--- config.mk ---
export PLATFORM = sky130hd
export DESIGN_NAME = axil_mem_master_flat
export DESIGN_NICKNAME = d
export VERILOG_FILES = /design/src/rtl/axil_mem_master_if.sv /design/src/rtl/axil_mem_master.sv /design/src/flat_wrapper.sv
export SDC_FILE = /design/constraint.sdc
export NUM_CORES = 1
export LEC_CHECK = 0
export CELL_PAD_IN_SITES_DETAIL_PLACEMENT = 0
export CELL_PAD_IN_SITES_GLOBAL_PLACEMENT = 1
export CORE_MARGIN = 2
export CORE_UTILIZATION = 24
export DETAILED_ROUTE_END_ITERATION = 8
export MAX_ROUTING_LAYER = met4
export PLACE_DENSITY = 0.85
export SLEW_MARGIN = 30
export SYNTH_ARGS = -nofsm -noshare
export SYNTH_HDL_FRONTEND = slang
export SYNTH_SLANG_ARGS = --single-unit
--- constraint.sdc ---
create_clock -name clk -period 1.68 [get_ports clk]
set_clock_uncertainty 0.1 [all_clocks]
set_input_delay 0.336 -clock clk [delete_from_list [all_inputs] [get_ports clk]]
set_output_delay 0.336 -clock clk [all_outputs]
set_load 0.05 [all_outputs]
--- src/rtl/axil_mem_master_if.sv ---
// rtl/axil_mem_master_if.sv - request/response channel plus AXI4-Lite master bus for axil_mem_master
interface axil_mem_master_if #(
  parameter int DATA_WIDTH = 32,
  parameter int ADDR_WIDTH = 16,
  parameter int STRB_WIDTH = DATA_WIDTH / 8
);
  logic                  req_valid;
  logic                  req_ready;
  logic                  req_we;
  logic [ADDR_WIDTH-1:0] req_addr;
  logic [DATA_WIDTH-1:0] req_wdata;
  logic [STRB_WIDTH-1:0] req_wstrb;

  logic                  resp_valid;
  logic                  resp_ready;
  logic [DATA_WIDTH-1:0] resp_rdata;
  logic                  resp_err;

  logic [ADDR_WIDTH-1:0] m_axil_awaddr;
  logic [2:0]            m_axil_awprot;
  logic                  m_axil_awvalid;
  logic                  m_axil_awready;
  logic [DATA_WIDTH-1:0] m_axil_wdata;
  logic [STRB_WIDTH-1:0] m_axil_wstrb;
  logic                  m_axil_wvalid;
  logic                  m_axil_wready;
  logic [1:0]            m_axil_bresp;
  logic                  m_axil_bvalid;
  logic                  m_axil_bready;
  logic [ADDR_WIDTH-1:0] m_axil_araddr;
  logic [2:0]            m_axil_arprot;
  logic                  m_axil_arvalid;
  logic                  m_axil_arready;
  logic [DATA_WIDTH-1:0] m_axil_rdata;
  logic [1:0]            m_axil_rresp;
  logic                  m_axil_rvalid;
  logic                  m_axil_rready;

  // master: the bridge itself; slave: requester plus AXI4-Lite target
  modport master (
    input  req_valid, req_we, req_addr, req_wdata, req_wstrb, resp_ready,
    output req_ready, resp_valid, resp_rdata, resp_err,
    output m_axil_awaddr, m_axil_awprot, m_axil_awvalid, input m_axil_awready,
    output m_axil_wdata, m_axil_wstrb, m_axil_wvalid, input m_axil_wready,
    input  m_axil_bresp, m_axil_bvalid, output m_axil_bready,
    output m_axil_araddr, m_axil_arprot, m_axil_arvalid, input m_axil_arready,
    input  m_axil_rdata, m_axil_rresp, m_axil_rvalid, output m_axil_rready
  );

  modport slave (
    output req_valid, req_we, req_addr, req_wdata, req_wstrb, resp_ready,
    input  req_ready, resp_valid, resp_rdata, resp_err,
    input  m_axil_awaddr, m_axil_awprot, m_axil_awvalid, output m_axil_awready,
    input  m_axil_wdata, m_axil_wstrb, m_axil_wvalid, output m_axil_wready,
    output m_axil_bresp, m_axil_bvalid, input m_axil_bready,
    input  m_axil_araddr, m_axil_arprot, m_axil_arvalid, output m_axil_arready,
    output m_axil_rdata, m_axil_rresp, m_axil_rvalid, input m_axil_rready
  );
endinterface

--- src/rtl/axil_mem_master.sv ---
// rtl/axil_mem_master.sv - single-outstanding request-to-AXI4-Lite master bridge
module axil_mem_master #(
  parameter int DATA_WIDTH = 32,
  parameter int ADDR_WIDTH = 16,
  parameter int STRB_WIDTH = DATA_WIDTH / 8
) (
  input  logic              clk,
  input  logic              rst,
  axil_mem_master_if.master bus
);
  typedef enum logic [2:0] {
    IDLE       = 3'd0,
    WRITE      = 3'd1,
    WRITE_RESP = 3'd2,
    READ_ADDR  = 3'd3,
    READ_DATA  = 3'd4,
    RESP       = 3'd5
  } state_t;

  state_t                state;
  logic [ADDR_WIDTH-1:0] addr_q;
  logic [DATA_WIDTH-1:0] wdata_q;
  logic [STRB_WIDTH-1:0] wstrb_q;
  logic                  req_ready;
  logic                  awvalid;
  logic                  wvalid;
  logic                  bready;
  logic                  arvalid;
  logic                  rready;
  logic                  resp_valid;
  logic                  resp_err;
  logic [DATA_WIDTH-1:0] resp_rdata;

  // Only bit 1 of a response code distinguishes SLVERR/DECERR from OKAY/EXOKAY.
  logic unused_resp_lsbs;
  assign unused_resp_lsbs = bus.m_axil_bresp[0] ^ bus.m_axil_rresp[0];

  always_ff @(posedge clk) begin
    if (rst) begin
      state      <= IDLE;
      req_ready  <= 1'b0;
      awvalid    <= 1'b0;
      wvalid     <= 1'b0;
      bready     <= 1'b0;
      arvalid    <= 1'b0;
      rready     <= 1'b0;
      resp_valid <= 1'b0;
      resp_err   <= 1'b0;
      resp_rdata <= '0;
      addr_q     <= '0;
      wdata_q    <= '0;
      wstrb_q    <= '0;
    end else begin
      case (state)
        IDLE: begin
          req_ready <= 1'b1;
          if (req_ready && bus.req_valid) begin
            req_ready <= 1'b0;
            addr_q    <= bus.req_addr;
            wdata_q   <= bus.req_wdata;
            wstrb_q   <= bus.req_wstrb;
            if (bus.req_we) begin
              state   <= WRITE;
              awvalid <= 1'b1;
              wvalid  <= 1'b1;
            end else begin
              state   <= READ_ADDR;
              arvalid <= 1'b1;
            end
          end
        end
        WRITE: begin
          // A channel whose valid is already low has completed its handshake.
          if (awvalid && bus.m_axil_awready) awvalid <= 1'b0;
          if (wvalid && bus.m_axil_wready) wvalid <= 1'b0;
          if ((!awvalid || bus.m_axil_awready) && (!wvalid || bus.m_axil_wready)) begin
            state  <= WRITE_RESP;
            bready <= 1'b1;
          end
        end
        WRITE_RESP: begin
          if (bus.m_axil_bvalid) begin
            state      <= RESP;
            bready     <= 1'b0;
            resp_err   <= bus.m_axil_bresp[1];
            resp_rdata <= '0;
            resp_valid <= 1'b1;
          end
        end
        READ_ADDR: begin
          if (bus.m_axil_arready) begin
            state   <= READ_DATA;
            arvalid <= 1'b0;
            rready  <= 1'b1;
          end
        end
        READ_DATA: begin
          if (bus.m_axil_rvalid) begin
            state      <= RESP;
            rready     <= 1'b0;
            resp_err   <= bus.m_axil_rresp[1];
            resp_rdata <= bus.m_axil_rdata;
            resp_valid <= 1'b1;
          end
        end
        RESP: begin
          if (bus.resp_ready) begin
            state      <= IDLE;
            resp_valid <= 1'b0;
            req_ready  <= 1'b1;
          end
        end
        default: begin
          state <= IDLE;
        end
      endcase
    end
  end

  assign bus.req_ready      = req_ready;
  assign bus.resp_valid     = resp_valid;
  assign bus.resp_rdata     = resp_rdata;
  assign bus.resp_err       = resp_err;

  assign bus.m_axil_awaddr  = addr_q;
  assign bus.m_axil_awprot  = 3'b000;
  assign bus.m_axil_awvalid = awvalid;
  assign bus.m_axil_wdata   = wdata_q;
  assign bus.m_axil_wstrb   = wstrb_q;
  assign bus.m_axil_wvalid  = wvalid;
  assign bus.m_axil_bready  = bready;
  assign bus.m_axil_araddr  = addr_q;
  assign bus.m_axil_arprot  = 3'b000;
  assign bus.m_axil_arvalid = arvalid;
  assign bus.m_axil_rready  = rready;
endmodule
--- src/flat_wrapper.sv ---
// flat-port wrapper written by rule: the top's interface ports become plain ports
module axil_mem_master_flat 
#(
  parameter int DATA_WIDTH = 32,
  parameter int ADDR_WIDTH = 16,
  parameter int STRB_WIDTH = DATA_WIDTH / 8
)
  (clk, rst, bus_req_valid, bus_req_we, bus_req_addr, bus_req_wdata, bus_req_wstrb, bus_resp_ready, bus_req_ready, bus_resp_valid, bus_resp_rdata, bus_resp_err, bus_m_axil_awaddr, bus_m_axil_awprot, bus_m_axil_awvalid, bus_m_axil_awready, bus_m_axil_wdata, bus_m_axil_wstrb, bus_m_axil_wvalid, bus_m_axil_wready, bus_m_axil_bresp, bus_m_axil_bvalid, bus_m_axil_bready, bus_m_axil_araddr, bus_m_axil_arprot, bus_m_axil_arvalid, bus_m_axil_arready, bus_m_axil_rdata, bus_m_axil_rresp, bus_m_axil_rvalid, bus_m_axil_rready);
  axil_mem_master_if #(.DATA_WIDTH(DATA_WIDTH), .ADDR_WIDTH(ADDR_WIDTH), .STRB_WIDTH(STRB_WIDTH)) bus_i ();
  input  logic clk;
  input  logic rst;
  input wire logic [$bits(bus_i.req_valid)-1:0] bus_req_valid;
  input wire logic [$bits(bus_i.req_we)-1:0] bus_req_we;
  input wire logic [$bits(bus_i.req_addr)-1:0] bus_req_addr;
  input wire logic [$bits(bus_i.req_wdata)-1:0] bus_req_wdata;
  input wire logic [$bits(bus_i.req_wstrb)-1:0] bus_req_wstrb;
  input wire logic [$bits(bus_i.resp_ready)-1:0] bus_resp_ready;
  output wire logic [$bits(bus_i.req_ready)-1:0] bus_req_ready;
  output wire logic [$bits(bus_i.resp_valid)-1:0] bus_resp_valid;
  output wire logic [$bits(bus_i.resp_rdata)-1:0] bus_resp_rdata;
  output wire logic [$bits(bus_i.resp_err)-1:0] bus_resp_err;
  output wire logic [$bits(bus_i.m_axil_awaddr)-1:0] bus_m_axil_awaddr;
  output wire logic [$bits(bus_i.m_axil_awprot)-1:0] bus_m_axil_awprot;
  output wire logic [$bits(bus_i.m_axil_awvalid)-1:0] bus_m_axil_awvalid;
  input wire logic [$bits(bus_i.m_axil_awready)-1:0] bus_m_axil_awready;
  output wire logic [$bits(bus_i.m_axil_wdata)-1:0] bus_m_axil_wdata;
  output wire logic [$bits(bus_i.m_axil_wstrb)-1:0] bus_m_axil_wstrb;
  output wire logic [$bits(bus_i.m_axil_wvalid)-1:0] bus_m_axil_wvalid;
  input wire logic [$bits(bus_i.m_axil_wready)-1:0] bus_m_axil_wready;
  input wire logic [$bits(bus_i.m_axil_bresp)-1:0] bus_m_axil_bresp;
  input wire logic [$bits(bus_i.m_axil_bvalid)-1:0] bus_m_axil_bvalid;
  output wire logic [$bits(bus_i.m_axil_bready)-1:0] bus_m_axil_bready;
  output wire logic [$bits(bus_i.m_axil_araddr)-1:0] bus_m_axil_araddr;
  output wire logic [$bits(bus_i.m_axil_arprot)-1:0] bus_m_axil_arprot;
  output wire logic [$bits(bus_i.m_axil_arvalid)-1:0] bus_m_axil_arvalid;
  input wire logic [$bits(bus_i.m_axil_arready)-1:0] bus_m_axil_arready;
  input wire logic [$bits(bus_i.m_axil_rdata)-1:0] bus_m_axil_rdata;
  input wire logic [$bits(bus_i.m_axil_rresp)-1:0] bus_m_axil_rresp;
  input wire logic [$bits(bus_i.m_axil_rvalid)-1:0] bus_m_axil_rvalid;
  output wire logic [$bits(bus_i.m_axil_rready)-1:0] bus_m_axil_rready;
  assign bus_i.req_valid = bus_req_valid;
  assign bus_i.req_we = bus_req_we;
  assign bus_i.req_addr = bus_req_addr;
  assign bus_i.req_wdata = bus_req_wdata;
  assign bus_i.req_wstrb = bus_req_wstrb;
  assign bus_i.resp_ready = bus_resp_ready;
  assign bus_req_ready = bus_i.req_ready;
  assign bus_resp_valid = bus_i.resp_valid;
  assign bus_resp_rdata = bus_i.resp_rdata;
  assign bus_resp_err = bus_i.resp_err;
  assign bus_m_axil_awaddr = bus_i.m_axil_awaddr;
  assign bus_m_axil_awprot = bus_i.m_axil_awprot;
  assign bus_m_axil_awvalid = bus_i.m_axil_awvalid;
  assign bus_i.m_axil_awready = bus_m_axil_awready;
  assign bus_m_axil_wdata = bus_i.m_axil_wdata;
  assign bus_m_axil_wstrb = bus_i.m_axil_wstrb;
  assign bus_m_axil_wvalid = bus_i.m_axil_wvalid;
  assign bus_i.m_axil_wready = bus_m_axil_wready;
  assign bus_i.m_axil_bresp = bus_m_axil_bresp;
  assign bus_i.m_axil_bvalid = bus_m_axil_bvalid;
  assign bus_m_axil_bready = bus_i.m_axil_bready;
  assign bus_m_axil_araddr = bus_i.m_axil_araddr;
  assign bus_m_axil_arprot = bus_i.m_axil_arprot;
  assign bus_m_axil_arvalid = bus_i.m_axil_arvalid;
  assign bus_i.m_axil_arready = bus_m_axil_arready;
  assign bus_i.m_axil_rdata = bus_m_axil_rdata;
  assign bus_i.m_axil_rresp = bus_m_axil_rresp;
  assign bus_i.m_axil_rvalid = bus_m_axil_rvalid;
  assign bus_m_axil_rready = bus_i.m_axil_rready;
  axil_mem_master #(.DATA_WIDTH(DATA_WIDTH), .ADDR_WIDTH(ADDR_WIDTH), .STRB_WIDTH(STRB_WIDTH)) u_core (.clk(clk), .rst(rst), .bus(bus_i));
endmodule
Word level (Yosys, flattened, before mapping) --
Cells that the tools add are included.
Operators by class: add/subtract/negate cells 0, multiply operators 0, divide/modulo/power cells 0, magnitude comparators 0, equal/unequal tests 15, shift operators 0, muxes and demuxes 37, bitwise logic cells 0, reductions and logical operators 26
Operators by type and width (count):
- $mux W32 | 2
- $pmux W32 S2 | 1
- $mux W1 | 18
- $mux W3 | 6
- $pmux W3 S6 | 1
- $reduce_and A4 Y1 | 4
- $pmux W1 S2 | 7
- $ne A2 B2 Y1 const B | 6
- $reduce_bool A2 Y1 | 6
- $reduce_and A3 Y1 | 3
- $ne A2 B1 Y1 const B | 4
- $eq A3 B2 Y1 const B | 2
- $eq A3 B3 Y1 const B | 2
- $reduce_and A6 Y1 | 1
- $logic_and A1 B1 Y1 | 4
- $reduce_and A2 Y1 | 2
- $eq A3 B1 Y1 const B | 1
- $logic_not A3 Y1 | 1
- $pmux W1 S3 | 1
- $reduce_bool A3 Y1 | 1
- $logic_not A1 Y1 | 2
- $logic_or A1 B1 Y1 | 2
- $mux W2 | 1
Storage, ports and cells: bits in registers 95, latch bits 0, RAM bits 0, ROM bits 0, bits of input ports 98, output and inout port bits 114, logic and storage cells 91, memories kept 0

Longest topological paths before layout --
depth after elaboration 5, mapped depth 8

Least setup slack after synthesis --
Ideal clock, no wire load.
kind register to register, start reg u_core.req_ready, in the netlist u_core.bus.req_ready, end reg u_core.wdata_q[18], in the netlist u_core.bus.m_axil_wdata[18], setup time 0.070 ns, arrival 1.678 ns, setup slack -0.168 ns, cell stages (with the launch flop) 6, period minus slack after synthesis 1.848 ns, path through dfxtp_1 > nand2_1 > nor4_4 > buf_6 > nand2_1 > a21oi_1
On the way: longest elaborated chain between the ends 2
Ends and longest elaborated chain:
- start: declaration | RTL line axil_mem_master.sv:24 | logic req_ready;
- start signal: assignment | RTL line axil_mem_master.sv:41 | req_ready <= 1'b0;
- start signal: assignment | RTL line axil_mem_master.sv:56 | req_ready <= 1'b1;
- start signal: assignment | RTL line axil_mem_master.sv:58 | req_ready <= 1'b0;
- $logic_and A1 B1 Y1 | RTL line axil_mem_master.sv:57 | if (req_ready && bus.req_valid) begin
- $reduce_and A2 Y1 (no source line)
- end signal: assignment | RTL line axil_mem_master.sv:60 | wdata_q <= bus.req_wdata;
- end: declaration | RTL line axil_mem_master.sv:22 | logic [DATA_WIDTH-1:0] wdata_q;
No other way between the ends. A chain may end at the register's enable or synchronous reset.

Worst setup path after layout --
start reg u_core.state[2], end reg u_core.resp_err, in the netlist u_core.bus.resp_err
On the way: longest elaborated chain between the ends 3
Ends and longest elaborated chain:
- start: declaration | RTL line axil_mem_master.sv:20 | state_t state;
- start signal: assignment | RTL line axil_mem_master.sv:40 | state <= IDLE;
- start signal: assignment | RTL line axil_mem_master.sv:63 | state <= WRITE;
- start signal: assignment | RTL line axil_mem_master.sv:67 | state <= READ_ADDR;
- $eq A3 B3 Y1 or $eq A3 B2 Y1 (tied branches) | RTL line axil_mem_master.sv:54 | case (state)
- $ne A2 B2 Y1 (no source line) or $reduce_bool A2 Y1 (tied branches)
- $reduce_and A3 Y1 (no source line)
- end signal: assignment | RTL line axil_mem_master.sv:85 | resp_err <= bus.m_axil_bresp[1];
- end signal: assignment | RTL line axil_mem_master.sv:101 | resp_err <= bus.m_axil_rresp[1];
- end: declaration | RTL line axil_mem_master.sv:31 | logic resp_err;
Parallel ways exist; a longest one is shown, timed or not.

==> metrics.txt <==
Initial Util 24.4%; Peak Freq 618 MHz; ANT nets after route 0; fin. max-slew vios 0; Crit Path Max Fanout 33; synth warn 0; Cells after Synth 435; total power 8.20 mW; Yosys top cell area share 51.9%; crit path launch u_core.state[2]$_SDFFE_PP0P_; Die Y 128 um; Fin. Hold Viols 0; gr usage total 14.1%; area leader, netlist dfxtp_1; vias 3617; Root Buffer clkbuf_16; GP Congestion 0.805; sequential area share after synthesis 51.9%; final setup vio count 0; Place WS -264 ps; area of the multi-input gates 1480 um^2; Routed Wire Length 11.1 mm; Final Worst Setup Slack 61.8 ps; Reg clk slew, reported paths 70 ps; max_cap viols 0; crit share post-route 96.3%; die width 128 um; status finished, final reports clean; startpoint types register; RSZ-0062 raised after global routing yes; total iterations of the first detailed-routing run 4; Mapped Area 3660 um^2; Num CTS Buffers 9; pin count of the biggest net entering global routing 38; Area growth syn-to-layout 76.5%; Peak VDD IR 0.570 mV; Post-DP HPWL 8.37 mm; CP Capture Type register; arrival time at the worst endpoint 1750 ps; vias in the first global route 3634; io pins 212; design area 6460 um^2; Hold WS 310 ps; minimum clock period 1620 ps; Hold-fix buffers, CTS 0; post-synthesis cell type count 30; Clock Latency Late Sink 350 ps; ant diodes 0; Min-Delay Path Class primary input to register; DRC 0; register area 1910 um^2; Post-DP Area 6130 um^2; wire length per cell after detailed routing 13.7 um; layout cells sized above 1 26.8%; worst path required time 1810 ps; Iteration-0 DRC Markers 98; maximum buffer depth of the clock tree 2; I/O Buffers 203; DR vias/cell 4.44; first-pass GRT wire length 17.4 mm; filler instances 1459; Core Rows 45; R2R Path Start u_core.state[2]$_SDFFE_PP0P_; #FFs+latches synth 95; initial antenna violation count 0; Worst Path Class, Setup register to register; CTS H-tree lvls 3; CTS tree yes; Pwr per Cell Area 1270 nW/um^2; Leak 2.51 nW; Syn Area/Cell 8.42 um^2; most area-consuming cells after synthesis dfxtp_1 52%, nand2_1 11%, a21oi_1 7.7%; core area 15000 um^2; die area 16300 um^2; hold path start rst; setup TNS 0 ps; grt total ovfl 0; Nets 719; Clock Sinks 95
-- synth_stat cells, drive strengths merged --
| master | instances |
|---|---|
| nand2 | 112 |
| dfxtp | 95 |
| a21oi | 57 |
| nor2 | 43 |
| buf | 40 |
| a22oi | 33 |
| clkbuf | 15 |
| nor2b | 9 |
| o21ai | 7 |
| inv | 3 |
| nor3 | 3 |
| a311oi | 2 |
| a31oi | 2 |
| mux2i | 2 |
| a211o | 1 |
| and2 | 1 |
| and3 | 1 |
| conb | 1 |
| mux2 | 1 |
| nand2b | 1 |
| nand3b | 1 |
| nor4 | 1 |
| o22ai | 1 |
| o2bb2ai | 1 |
| o41ai | 1 |
| or2 | 1 |
-- metrics by stage --
step	util, %	std cells
after floorplan	-	440
after global placement	40.8	798
after detailed placement	40.8	798
after CTS	42.5	814
after global routing	43.0	814
final	43.0	814
-- where the power goes --
group,total [mW],internal [mW],switching (mW)
sequential,2.85,2.55,0.304
clock,1.83,0.997,0.830
combinational,3.52,1.51,2.02
-- worst paths after layout --
check,endpoint,slack [ps],depth (start not counted)
worst max-delay path,u_core.bus.resp_err$_SDFFE_PP0P_,60,7
worst min-delay path,u_core.bus.resp_rdata[6]$_SDFFE_PP0P_,310,2
worst max register to register,u_core.bus.resp_err$_SDFFE_PP0P_,60,7
worst min register to register,u_core.bus.m_axil_wdata[24]$_SDFFE_PP0P_,350,2
-- state kept, by name, indices dropped and copies added (netlist names) --
name	count
u_core.bus.resp_err	1
u_core.bus.m_axil_rready	1
u_core.bus.resp_rdata	32
u_core.state	3
u_core.bus.m_axil_bready	1
u_core.bus.m_axil_arvalid	1
u_core.bus.resp_valid	1
u_core.bus.m_axil_wvalid	1
u_core.bus.req_ready	1
u_core.bus.m_axil_wstrb	4
u_core.bus.m_axil_araddr	16
u_core.bus.m_axil_awvalid	1
u_core.bus.m_axil_wdata	32
-- worst max-delay path, cell delays in order, from the launching register on --
cell,delay [ps]
dfxtp_1,370
buf_4,150
nor2b_2,40
a22oi_1,160
or2_1,190
buf_12,220
mux2i_1,210
nor2_1,50
-- repair_timing --
item / 4_1_cts / 5_1_grt
cloned: 0 / 0
resized for setup: 1 / 16
buffers inserted: 0 / 0
setup endpoints to repair: 1 / 34
-- placed cells by master, fill, tap and decap left out, types with 6 or more instances in the layout --
master / n
a21oi_1: 56
nand2_1: 110
a22oi_1: 22
o21ai_0: 7
a22oi_2: 11
clkdlybuf4s50_1: 94
nor2_1: 43
nor2b_1: 6
buf_12: 52
conb_1: 6
dfxtp_1: 92
clkbuf_16: 9
buf_4: 79
-- layer usage --
| layer | GRT usage [%] | vias to the layer above | part of all wire (%) |
|---|---|---|---|
| met1 | 14.9 | 1678 | 41 |
| met4 | 3.68 | 0 | 0.91 |
| met3 | 5.78 | 6 | 8.2 |
| met5 | - | - | 0 |
| met2 | 24.4 | 146 | 50 |
| li1 | - | 1787 | - |
-- logic make-up (layout without fill, tap and decap cells) --
group	Yosys count	count (layout)	synth area share, %
simple gates	173	173	19.4
compound gates	105	105	17.3
flops	95	95	51.9
buf+inv	58	244	10.4
mux	3	3	0.854
other cells	1	6	0.102
-- final cells by class --
type	count	share of cell area, %
Clock inverter	4	0.348
Multi-Input combinational cell	287	22.8
Clock buffer	12	3.66
Tap cell	188	3.64
Inverter	3	0.174
Sequential cell	95	29.5
Timing Repair Buffer	225	39.8
No activity file was read; power rests on OpenSTA's default activity.
